--- src/rtl/atm_session_ctrl.sv ---
// ATM session sequencer: serial card search, PIN check, balance/PIN update, host load port.
// Optional per-entry wrong-PIN lockout is built only when ATM_LOCKOUT_EN is defined.
module atm_session_ctrl #(
  parameter int N         = 4,
  parameter int MAX_TRIES = 3
) (
  input  logic                       clk,
  input  logic                       rst,
  input  logic                       start,
  output logic                       ready,
  input  logic [9:0]                 card_in,
  input  logic [10:0]                pin_in,
  input  logic [1:0]                 op,
  input  logic [10:0]                amount,
  input  logic [10:0]                new_pin,
  input  logic                       load_we,
  input  logic [$clog2(N+1)-1:0]     load_idx,
  input  logic [9:0]                 load_card,
  input  logic [10:0]                load_pin,
  input  logic [10:0]                load_bal,
  output logic                       done,
  output logic [2:0]                 status,
  output logic [10:0]                bal_out
);
  localparam int IW = $clog2(N+1);

  localparam logic [1:0] S_IDLE   = 2'd0;
  localparam logic [1:0] S_SEARCH = 2'd1;
  localparam logic [1:0] S_EXEC   = 2'd2;
  localparam logic [1:0] S_DONE   = 2'd3;

  localparam logic [2:0] ST_OK       = 3'd0;
  localparam logic [2:0] ST_NOCARD   = 3'd1;
  localparam logic [2:0] ST_BADPIN   = 3'd2;
  localparam logic [2:0] ST_LOCKED   = 3'd3;
  localparam logic [2:0] ST_INSUFF   = 3'd4;
  localparam logic [2:0] ST_OVERFLOW = 3'd5;
  localparam logic [2:0] ST_SAMEPIN  = 3'd6;

  typedef struct packed {
    logic [9:0]  card;
    logic [10:0] pin;
    logic [1:0]  op;
    logic [10:0] amount;
    logic [10:0] new_pin;
  } req_t;

  logic [1:0]        state;
  logic [IW-1:0]     idx;
  req_t              req;
  logic [N:0][9:0]   tcard;
  logic [N:0][10:0]  tpin;
  logic [N:0][10:0]  tbal;

  logic [10:0] cur_bal, cur_pin, ex_bal;
  logic [11:0] sum;
  logic [2:0]  ex_status;
  logic        hit, locked, bal_we, pin_we;

  assign ready   = (state == S_IDLE);
  assign done    = (state == S_DONE);
  assign cur_bal = tbal[idx];
  assign cur_pin = tpin[idx];
  assign hit     = (tcard[idx] == req.card);
  assign sum     = {1'b0, cur_bal} + {1'b0, req.amount};

`ifdef ATM_LOCKOUT_EN
  localparam int FW = $clog2(MAX_TRIES+1);
  logic [N:0][FW-1:0] tfail;
  assign locked = (tfail[idx] >= FW'(MAX_TRIES));
`else
  assign locked = 1'b0;
`endif

  // EXEC decision: lockout beats PIN check, PIN check beats the operation itself
  always_comb begin
    ex_status = ST_OK;
    ex_bal    = cur_bal;
    bal_we    = 1'b0;
    pin_we    = 1'b0;
    if (locked) begin
      ex_status = ST_LOCKED;
    end else if (req.pin != cur_pin) begin
      ex_status = ST_BADPIN;
    end else begin
      case (req.op)
        2'd1: begin
          if (req.amount > cur_bal) ex_status = ST_INSUFF;
          else begin
            ex_bal = cur_bal - req.amount;
            bal_we = 1'b1;
          end
        end
        2'd2: begin
          if (sum[11]) ex_status = ST_OVERFLOW;
          else begin
            ex_bal = sum[10:0];
            bal_we = 1'b1;
          end
        end
        2'd3: begin
          if (req.new_pin == cur_pin) ex_status = ST_SAMEPIN;
          else pin_we = 1'b1;
        end
        default: ;
      endcase
    end
  end

  always_ff @(posedge clk or posedge rst) begin
    if (rst) begin
      state   <= S_IDLE;
      idx     <= '0;
      req     <= '0;
      status  <= '0;
      bal_out <= '0;
      tcard   <= '0;
      tpin    <= '0;
      tbal    <= '0;
`ifdef ATM_LOCKOUT_EN
      tfail   <= '0;
`endif
    end else begin
      case (state)
        S_IDLE: begin
          // load lands on this edge, so a same-cycle request searches the new contents
          if (load_we && load_idx <= IW'(N)) begin
            tcard[load_idx] <= load_card;
            tpin[load_idx]  <= load_pin;
            tbal[load_idx]  <= load_bal;
`ifdef ATM_LOCKOUT_EN
            tfail[load_idx] <= '0;
`endif
          end
          if (start) begin
            req   <= '{card: card_in, pin: pin_in, op: op, amount: amount, new_pin: new_pin};
            idx   <= '0;
            state <= S_SEARCH;
          end
        end
        S_SEARCH: begin
          if (hit) begin
            state <= S_EXEC;
          end else if (idx == IW'(N)) begin
            status  <= ST_NOCARD;
            bal_out <= '0;
            state   <= S_DONE;
          end else begin
            idx <= idx + 1'b1;
          end
        end
        S_EXEC: begin
          status  <= ex_status;
          bal_out <= ex_bal;
          if (bal_we) tbal[idx] <= ex_bal;
          if (pin_we) tpin[idx] <= req.new_pin;
`ifdef ATM_LOCKOUT_EN
          if (ex_status == ST_BADPIN) begin
            if (tfail[idx] < FW'(MAX_TRIES)) tfail[idx] <= tfail[idx] + 1'b1;
          end else if (ex_status != ST_LOCKED) begin
            tfail[idx] <= '0;
          end
`endif
          state <= S_DONE;
        end
        default: state <= S_IDLE;
      endcase
    end
  end
endmodule
--- config.mk ---
export PLATFORM = sky130hd
export DESIGN_NAME = atm_session_ctrl
export DESIGN_NICKNAME = d
export VERILOG_FILES = /design/src/rtl/atm_session_ctrl.sv
export SDC_FILE = /design/constraint.sdc
export NUM_CORES = 1
export LEC_CHECK = 0
export ABC_AREA = 0
export CAP_MARGIN = 15
export CORE_ASPECT_RATIO = 2
export CORE_MARGIN = 5
export CORE_UTILIZATION = 30
export CTS_CLUSTER_SIZE = 10
export DETAILED_ROUTE_END_ITERATION = 7
export GPL_ROUTABILITY_DRIVEN = 0
export GPL_TIMING_DRIVEN = 0
export PLACE_DENSITY_LB_ADDON = 0.12
export SLEW_MARGIN = 20
export SYNTH_ARGS = -nofsm -noshare
export SYNTH_HDL_FRONTEND = slang
export SYNTH_SLANG_ARGS = --single-unit
--- constraint.sdc ---
create_clock -name clk -period 10 [get_ports clk]
set_clock_uncertainty 0.1 [all_clocks]
set_input_delay 1 -clock clk [delete_from_list [all_inputs] [get_ports clk]]
set_output_delay 1 -clock clk [all_outputs]
set_load 0.1 [all_outputs]
==> summary.txt, run 1 <==
Timing
  – RSZ-0062 raised after global routing: no
  – Max-slew violations: 0
  – Tmin final: 7.86 ns
  – Worst-Margin Slew: 1.13 ns
  – Highest clock rate: 127 MHz
  – Final period util: 78.6%
  – Slew HR: 24.4%
  – Hold Fails Final Rpt: 0
  – Worst Setup Slack, final: 2.14 ns
  – Setup Viol. Count Final: 0

CTS
  – Clk sinks: 224
  – Clock Path Buffers: 3
  – Later-pin clock latency in the skew report: 0.55 ns
  – Clock root cell: clkbuf_16
  – Postcts setup bufs: 0
  – Post-cts gate resize count: 0
  – H-tree depth: 1
  – Total CTS buffers: 27
  – Clk slew on worst S/H paths: 0.06 ns
  – CTS tree: built
  – Hold_buf cts: 0

Floorplanning
  – Vert. Die Dim: 306 microns
  – Die W: 158 microns
  – # rows: 108
  – Initial Util: 30.3%
  – Core area: 0.0435 sq mm
  – Die Area: 0.0485 sq mm
  – I/O pins: 100

Setup path
  – Required @ worst endpoint: 10.31 ns
  – Reg2reg end: tbal[0]$_DFFE_PP0P_
  – Setup CP Type: reg2reg
  – Worst Path Arrival: 8.17 ns
  – Reg2Reg Depth: 18
  – Crit-path max FO: 10
  – CP startpoint kind: flip-flop
  – R2r setup slk: 2.14 ns
  – Worst R2R Start: idx[1]$_DFFE_PP0P_
  – Worst Setup End Kind: flip-flop
  – Critical path startpoint: idx[1]$_DFFE_PP0P_

Layout
  – Util after Layout: 36.0%
  – Nets: 1497
  – Fraction of layout instances using a drive strength above 1: 18.3%
  – Synth-to-Final Area Change: 18.9%
  – Cell area after layout: 0.0157 sq mm
  – Number of fill cells in the layout: 4451
  – Layout Cells excl Fill: 1933

Detailed routing
  – Routed met3 length: 2.06 mm
  – Via/cell ratio: 5.56
  – Top routing layer used: met5
  – Met1 WL: 16.9 mm
  – Met2 wire length: 28.1 mm
  – 1st-pass router iterations: 5
  – Vias post-DR: 10800
  – Drt total wl: 50.4 mm
  – Iter 0 DRT Violations: 609
  – Post-DR wirelength/cell: 26.1 microns
  – DRC viols: 0
  – Antenna-violating nets left: 0

Synthesis
  – Yosys reg bits: 224
  – Top cells by count, synth: 224 x dfrtp_1, 118 x mux2_2, 102 x nand2_1
  – Top-area cell type share of the netlist area: 42.5%
  – Top cells by area, synth: dfrtp_1 43%, mux2_2 10%, o2bb2ai_2 5.4%
  – Synth warn: 0
  – Seq/Total Area, Yosys: 42.5%
  – Synthesized net count: 1366
  – Post-synth EDFFs: 0
  – Most frequent cell after synthesis: dfrtp_1
  – Top_reg_cell synth: dfrtp_1
  – Dominant cell type by area after synthesis: dfrtp_1
  – Synthesized instance count: 1245
  – Ys async rst share: 100%
  – Mean Syn Cell Area: 10.6 sq um
  – Synthesized cell area: 0.0132 sq mm
  – Netlist cell types: 73

Placement
  – Area post-placement: 0.0149 sq mm
  – Setup slack at placement: 2.14 ns
  – Buffers added on ports: 98
  – HPWL after DPL: 38.9 mm
  – Placed Cells: 1897

Power
  – Power Density: 346 mW/mm^2
  – Switching Fraction: 45.7%
  – Peak VDD IR: 136 uV
  – Pleak: 6.31 nW
  – Total internal power: 0.00294 W
  – Sequential Power Share: 28.7%
  – Comb pwr share: 54.9%
  – Total power: 0.00543 W
  – Clk pwr share: 16.4%
  – NetSw: 0.00248 W

Global routing
  – Largest net degree at the start of global routing: 94
  – First-pass GRT wire length: 75.2 mm
  – Gr usage total: 20.8%
  – Number of global-route vias before repair: 11700
  – Antenna violations before repair: 3
  – Total gr overflow: 0

Job
  – Max-cap violations: 0

Min path
  – Worst hold path cell count: 2
  – Type of the worst min-delay path: reg2reg
  – Hold endpoint: bal_out[9]$_DFFE_PP0P_
  – Hold Startpoint: bal_out[9]$_DFFE_PP0P_

Run status
  – Outcome: completed
[per-layer routing]
metal | vias to the layer above | GRT usage [%]
met3 | 137 | 2.95
met2 | 328 | 40.2
li1 | 4897 | -
met5 | - | 0
met4 | 4 | 11.0
met1 | 5390 | 20.7
[power by group through the flow]
stage	sequential [W]	combinational (W)	clock, W
after global routing	0.00160	0.00321	0.000946
after floorplan	0.00160	0.00199	0
final	0.00156	0.00298	0.000890
after detailed placement	0.00157	0.00298	0
after global placement	0.00156	0.00294	0
after CTS	0.00156	0.00300	0.000924
[how the worst max path moves through the flow]
| stage | endpoint | slack [ns] | cells after the start |
|---|---|---|---|
| after floorplan | bal_out[0]$_DFFE_PP0P_ | 2.77 | 1 |
| after global placement | req[36]$_DFFE_PP0P_ | -0.92 | 2 |
| after detailed placement | tbal[33]$_DFFE_PP0P_ | 2.14 | 18 |
| after CTS | tbal[33]$_DFFE_PP0P_ | 2.10 | 18 |
| after global routing | tbal[0]$_DFFE_PP0P_ | 1.79 | 18 |
| final | tbal[0]$_DFFE_PP0P_ | 2.14 | 18 |
[area by class of cell]
cell class              instances  area (sq um)  area share, %
well taps                     550           688           4.39
clock inverters                 1          8.76         0.0559
multi-input cells             894          7030           44.9
plain buffers                  86           403           2.57
repair buffers                102          1050           6.73
flip-flops and latches        224          5610           35.7
diodes                          1          2.50         0.0160
clock buffers                  34           722           4.60
inverters                      41           161           1.03
[critical path, stage by stage, from the launching register on]
cell       delay [ns]
dfrtp_1          0.51
buf_2            0.35
buf_2            0.38
buf_2            0.38
buf_2            0.42
buf_1            0.67
mux4_2           0.43
a21oi_1          0.31
inv_1            0.14
ha_1             0.31
nor2b_1          0.20
o2111ai_1        0.23
and3_1           0.31
nor3_1           0.47
o211ai_1         0.48
nor3_1           1.01
a2bb2oi_1        0.64
a2bb2oi_1        0.23
o21ai_0          0.10
[kinds of logic after synthesis]
kind of cell | Yosys count | share of synthesized area, %
flops | 224 | 42.5
simple gates | 299 | 11.1
buf+inv | 127 | 4.21
compound gates | 371 | 23.0
xor+xnor | 25 | 1.66
fa+ha+maj | 37 | 3.62
mux | 162 | 13.9
[stage by stage]
stage	hold WS [ns]	setup TNS, ns
2_1_floorplan	0.342	0
3_3_place_gp	0.360	-199.07
3_5_place_dp	0.367	0
4_1_cts	0.381	0
5_1_grt	0.401	0
6_report	0.374	0
[cell usage in the layout, fill, tap and decap left out, drive strengths merged, types with 8 or more instances in the layout]
| master | n |
|---|---|
| o22ai | 9 |
| nor2b | 18 |
| o31ai | 18 |
| a22oi | 78 |
| mux2i | 39 |
| nand4 | 15 |
| o211ai | 9 |
| clkdlybuf4s50 | 98 |
| o21ai | 65 |
| xor2 | 11 |
| buf | 42 |
| mux2 | 118 |
| nand2 | 103 |
| inv | 40 |
| a21oi | 33 |
| nor2 | 77 |
| ha | 35 |
| clkbuf | 82 |
| xnor2 | 14 |
| a22o | 8 |
| nand3 | 18 |
| a2bb2oi | 28 |
| dfrtp | 224 |
| nor3 | 13 |
| o2bb2ai | 69 |
[flip-flops by register name, summed over array words and instances, names as in the netlist]
signal and cells:
tbal 55, tpin 55, tcard 50, req 45, bal_out 11, idx 3
status 3, state 2
Power figures use the tool's default switching activity.
==> inputs of run 2 (changes only) <==
==> constraint.sdc (replaced) <==
create_clock -name clk -period 6.9 [get_ports clk]
set_clock_uncertainty 0.1 [all_clocks]
set_input_delay 0.69 -clock clk [delete_from_list [all_inputs] [get_ports clk]]
set_output_delay 0.69 -clock clk [all_outputs]
set_load 0.1 [all_outputs]
==> summary.txt, run 2 (synthesis gave the netlist of run 1 again) <==
Setup path
  – Most used cell, CP: buf_2
  – Worst Path Arrival: 6.88 ns (-1.29 ns)
  – Reg2reg end: tbal[6]$_DFFE_PP0P_
  – R2r setup slk: 0.31 ns (-1.83 ns)
  – Worst Setup End Kind: flip-flop
  – Setup CP Type: reg2reg
  – Worst R2R Start: idx[1]$_DFFE_PP0P_
  – Crit-path max FO: 10 (unchanged)
  – CP startpoint kind: flip-flop
  – Required @ worst endpoint: 7.19 ns (-3.12 ns)
  – Slowest cell on the critical path: a21oi_1
  – Critical Path, Cell by Cell: buf_2 > buf_2 > buf_2 > buf_2 > buf_2 > mux2i_1 > o21ai_0 > a21oi_1 > inv_1 > ha_1 > a21o_1 > a21o_1 > a21oi_1 > nor2_1 > a21oi_1 > o2bb2ai_1 > mux2i_1 > a2bb2oi_1 > o21ai_0
  – Critical path's largest stage delay: 0.69 ns (-0.32 ns)
  – Critical path startpoint: idx[1]$_DFFE_PP0P_
  – Reg2Reg Depth: 19 (+1)

Placement
  – Setup slack at placement: -0.764 ns (-2.90 ns)
  – Placed Cells: 1901 (+0.21%)
  – HPWL after DPL: 37.0 mm (-4.9%)
  – Buffers added on ports: 98 (unchanged)

Min path
  – Worst hold path cell count: 2 (unchanged)
  – Type of the worst min-delay path: reg2reg
  – Hold Startpoint: status[1]$_DFFE_PP0P_
  – Hold endpoint: status[1]$_DFFE_PP0P_

Power
  – Clk pwr share: 16.3% (about the same)
  – NetSw: 0.00357 W (+44%)
  – Total power: 0.00784 W (+45%)
  – Total internal power: 0.00428 W (+45%)
  – Comb pwr share: 55.1% (+0.2 points)
  – Pleak: 6.34 nW (+0.48%)
  – Sequential Power Share: 28.6% (about the same)
  – Peak VDD IR: 216 uV (+58%)
  – Power Density: 497 mW/mm^2 (+44%)
  – Switching Fraction: 45.5% (-0.27 points)

Layout
  – Registers with the most flip-flops: tbal x55, tpin x55, tcard x50
  – Most common cell after layout, fill and taps aside: dfrtp_1
  – Fraction of layout instances using a drive strength above 1: 19.0% (+0.66 points)
  – Synth-to-Final Area Change: 19.7%
  – Commonest non-fill, non-tap cells in the layout: 224 x dfrtp_1, 118 x mux2_2, 102 x nand2_1, 98 x clkdlybuf4s50_1, 77 x a22oi_1
  – Nets: 1500 (+0.20%)
  – Layout Cells excl Fill: 1931 (-0.10%)
  – Antenna diode count: 0 (-1)
  – Number of fill cells in the layout: 4391 (-1.3%)

Global routing
  – Total gr overflow: 0 (unchanged)
  – Antenna violations before repair: 0 (-3)
  – Largest net degree at the start of global routing: 33 (-65%)
  – Number of global-route vias before repair: 11200 (-4.2%)
  – Gr usage total: 19.8% (-0.96 points)
  – First-pass GRT wire length: 72.1 mm (-4.1%)

Timing
  – Worst-Margin Slew: 1.08 ns (-0.0452 ns)
  – Tmin final: 6.59 ns (-1.27 ns)
  – Highest clock rate: 152 MHz (+19%)
  – Slew HR: 28.0% (+3.6 points)
  – Final period util: 95.5% (+17 points)
  – Hold Fails Final Rpt: 0 (unchanged)
  – Setup Viol. Count Final: 0 (unchanged)
  – RSZ-0062 raised after global routing: no
  – Max-slew violations: 0 (unchanged)
  – Worst Setup Slack, final: 0.310 ns (-1.83 ns)

CTS
  – CTS tree: built
  – Total CTS buffers: 26 (-3.7%)
  – H-tree depth: 1 (unchanged)
  – Clk sinks: 224 (unchanged)
  – Later-pin clock latency in the skew report: 0.55 ns (about the same)
  – Clock root cell: clkbuf_16
  – Clk slew on worst S/H paths: 0.06 ns (about the same)
  – Hold_buf cts: 0 (unchanged)
  – Postcts setup bufs: 0 (unchanged)
  – Post-cts gate resize count: 4 (+4)
  – Clock Path Buffers: 3 (unchanged)

Floorplanning
  – Die W: 158 microns (unchanged)
  – Vert. Die Dim: 306 microns (unchanged)
  – Initial Util: 30.3% (unchanged)
  – Die Area: 0.0485 sq mm (unchanged)
  – Core area: 0.0435 sq mm (unchanged)
  – I/O pins: 100 (unchanged)
  – # rows: 108 (unchanged)

Detailed routing
  – Via/cell ratio: 5.48 (-1.4%)
  – Iter 0 DRT Violations: 588 (-3.4%)
  – DRC viols: 0 (unchanged)
  – Drt total wl: 48.4 mm (-4.0%)
  – 1st-pass router iterations: 5 (unchanged)
  – Post-DR wirelength/cell: 25.1 microns (-3.9%)
  – Vias post-DR: 10600 (-1.5%)
  – Antenna-violating nets left: 0 (unchanged)

Run status
  – Outcome: completed

Job
  – Max-cap violations: 0 (unchanged)
==> run 2: changes by cell type in the layout (fill, tap and decap cells not counted), sizes merged <==
cell      delta
inv          -2
buf          +4
clkinvlp     +1
clkbuf       -5
bufinv       +1
diode        -1
==> run 2: cell type report <==
type                       instances  area, sq um  area share, %
timing repair buffer             106         1150           7.28
clock buffer                      29          683           4.33
inverter                          41          158          0.999
sequential                       224         5610           35.5
multi-input combinational        894         7070           44.8
clock inverter                     1         30.0          0.190
tap                              550          688           4.36
buffer                            86          403           2.55
==> run 2: how the worst max path moves through the flow <==
stage                                 to  slack, ns  depth (start not counted)
global route        tbal[12]$_DFFE_PP0P_      0.002                         20
finish               tbal[6]$_DFFE_PP0P_       0.31                         19
CTS                 tbal[16]$_DFFE_PP0P_       0.22                         21
floorplan           tbal[44]$_DFFE_PP0P_       1.84                         18
detailed placement  tbal[33]$_DFFE_PP0P_      -0.76                         18
global placement    tbal[33]$_DFFE_PP0P_      -0.73                         18
==> run 2: critical path: cells and delay by family, from the launching register on <==
family	cells	cell delay, ns
AOI/OAI and AO/OA	9	2.86
buffers and inverters	6	2.09
muxes	2	0.50
DFF	1	0.45
adders and majority gates	1	0.28
and+or+nand+nor	1	0.13
==> run 2: power groups by stage <==
stage                     logic, W  clock network [W]  registers (W)
final                      0.00432            0.00128        0.00225
after global routing       0.00466            0.00136        0.00232
after floorplan            0.00289                  0        0.00232
after global placement     0.00428                  0        0.00225
after detailed placement   0.00432                  0        0.00227
after CTS                  0.00434            0.00132        0.00225
==> run 2: layer usage <==
layer / vias to the layer above / routed length (microns) / GRT usage [%]
li1: 4892 / - / -
met1: 5294 / 17200 / 21.1
met2: 299 / 26800 / 37.5
met3: 105 / 1790 / 2.34
met4: 0 / 2630 / 9.71
met5: - / 0 / 0
==> run 2: metrics by stage <==
stage,setup TNS (ns),area [sq um],hold WS [ns],utilization (%)
2_1_floorplan,0,13200,0.342,-
3_3_place_gp,-9.49,14900,0.357,34.1
3_5_place_dp,-10.44,15000,0.368,34.6
4_1_cts,0,15800,0.381,36.3
5_1_grt,0,15800,0.406,36.3
6_report,0,15800,0.375,36.3
==> edit, RTL diff (config.mk and constraints of run 2) <==
Add a define of `ATM_LOCKOUT_EN`.
--- a/src/rtl/atm_session_ctrl.sv
+++ b/src/rtl/atm_session_ctrl.sv
@@ -2,2 +2,4 @@
 // Optional per-entry wrong-PIN lockout is built only when ATM_LOCKOUT_EN is defined.
+`define ATM_LOCKOUT_EN
+
 module atm_session_ctrl #(
Behaviour: no difference found for any inputs over 4 cycles, from zero or initial values and one cycle with rst high; that may be too few to reach the edited logic, so the function may still have changed.
==> edit against run 2 <==
Die area rose by 4.7%. Routed wire length is 12% higher. First-iteration DRC count is 0.51% lower. Power is 15% lower. Hold slack got worse by 0.029 ns. Maximum frequency fell by 2.2%. Cell area is 4.4% higher. Sequential cell count is 10 higher. Non-clock buffer count increased by 8. Setup slack lost 0.15 ns. Area after synthesis is 4.9% higher. Critical path type unchanged. Largest power group unchanged.
==> edit: results <==
group,metric,value,unit
outcome,run_status,"finished, final reports clean",
synth,syn_nets,1460,
synth,synth_commonest_cells,"sky130_fd_sc_hd__dfrtp_1, sky130_fd_sc_hd__mux2_2, sky130_fd_sc_hd__nand2_1, sky130_fd_sc_hd__o22ai_1, sky130_fd_sc_hd__o21ai_1",
grt,antenna_found_initial,2,
power,powerComb,3.08,mW
synth,mean_instance_size_in_the_synthesized_netlist,10.33,um^2
routing,wirelength_met1,18400,um
timing,max_slew.worst_pin.slew,1.047,ns
power,irDropWorstVdd,0.0002075,V
worst_setup_path,critPathArrivalTime,7.08,ns
routing,via_density_per_instance,5.591,
synth,synth_compound_area_frac,0.2056,
grt,track_usage,0.2109,
worst_setup_path,timing.critical_path.slowest_cell_delay,0.57,ns
min_path,worst_hold_path_type,"in2async",
cts,clk-insertion-delay-late,0.57,ns
placed_design,numPlacedInstances,2011,
worst_setup_path,crit-reg2reg-capture,"tbal[19]",
routing,wl_met2,29890,um
power,power.net_switching,2.856,mW
placed_design,place_hpwl,40380,um
timing,min_period_over_period,0.9765,
worst_setup_path,critPathTopFamily,"buffers and inverters",
grt,grt_max_degree,32,
routing,top_layer_used,"met5",
layout,drive_above_1_share,0.1894,
cts,cts_made_buffers,27,
worst_setup_path,reg2reg_from,"idx[0]",
grt,use_met3,0.02335,
worst_setup_path,r2r_setup_slack,0.16,ns
routing,avgRoutedWirePerCell,26.43,um
## edit: cell types whose count changed after synthesis, sizes merged, moves of 11 or more
| cell | change |
|---|---|
| o2bb2ai | -64 |
| a22oi | -54 |
| o22ai | +48 |
| mux2 | +37 |
| o21ai | +36 |
| nor2 | -26 |
| a2bb2oi | +21 |
| nand2b | +15 |
| nand2 | +13 |
| o21a | +12 |
| mux2i | -11 |
## edit: cell type report
| class | instances | area (um^2) | share of cell area |
|---|---|---|---|
| Timing Repair Buffer | 107 | 1166 | 0.07076 |
| Antenna cell | 1 | 2.502 | 0.0001518 |
| Sequential cell | 234 | 5856 | 0.3553 |
| Multi-Input combinational cell | 969 | 7440 | 0.4514 |
| Tap cell | 565 | 706.9 | 0.04289 |
| Clock buffer | 30 | 686.9 | 0.04168 |
| Buffer | 93 | 444.2 | 0.02695 |
| Clock inverter | 2 | 13.76 | 0.0008351 |
| Inverter | 43 | 165.2 | 0.01002 |
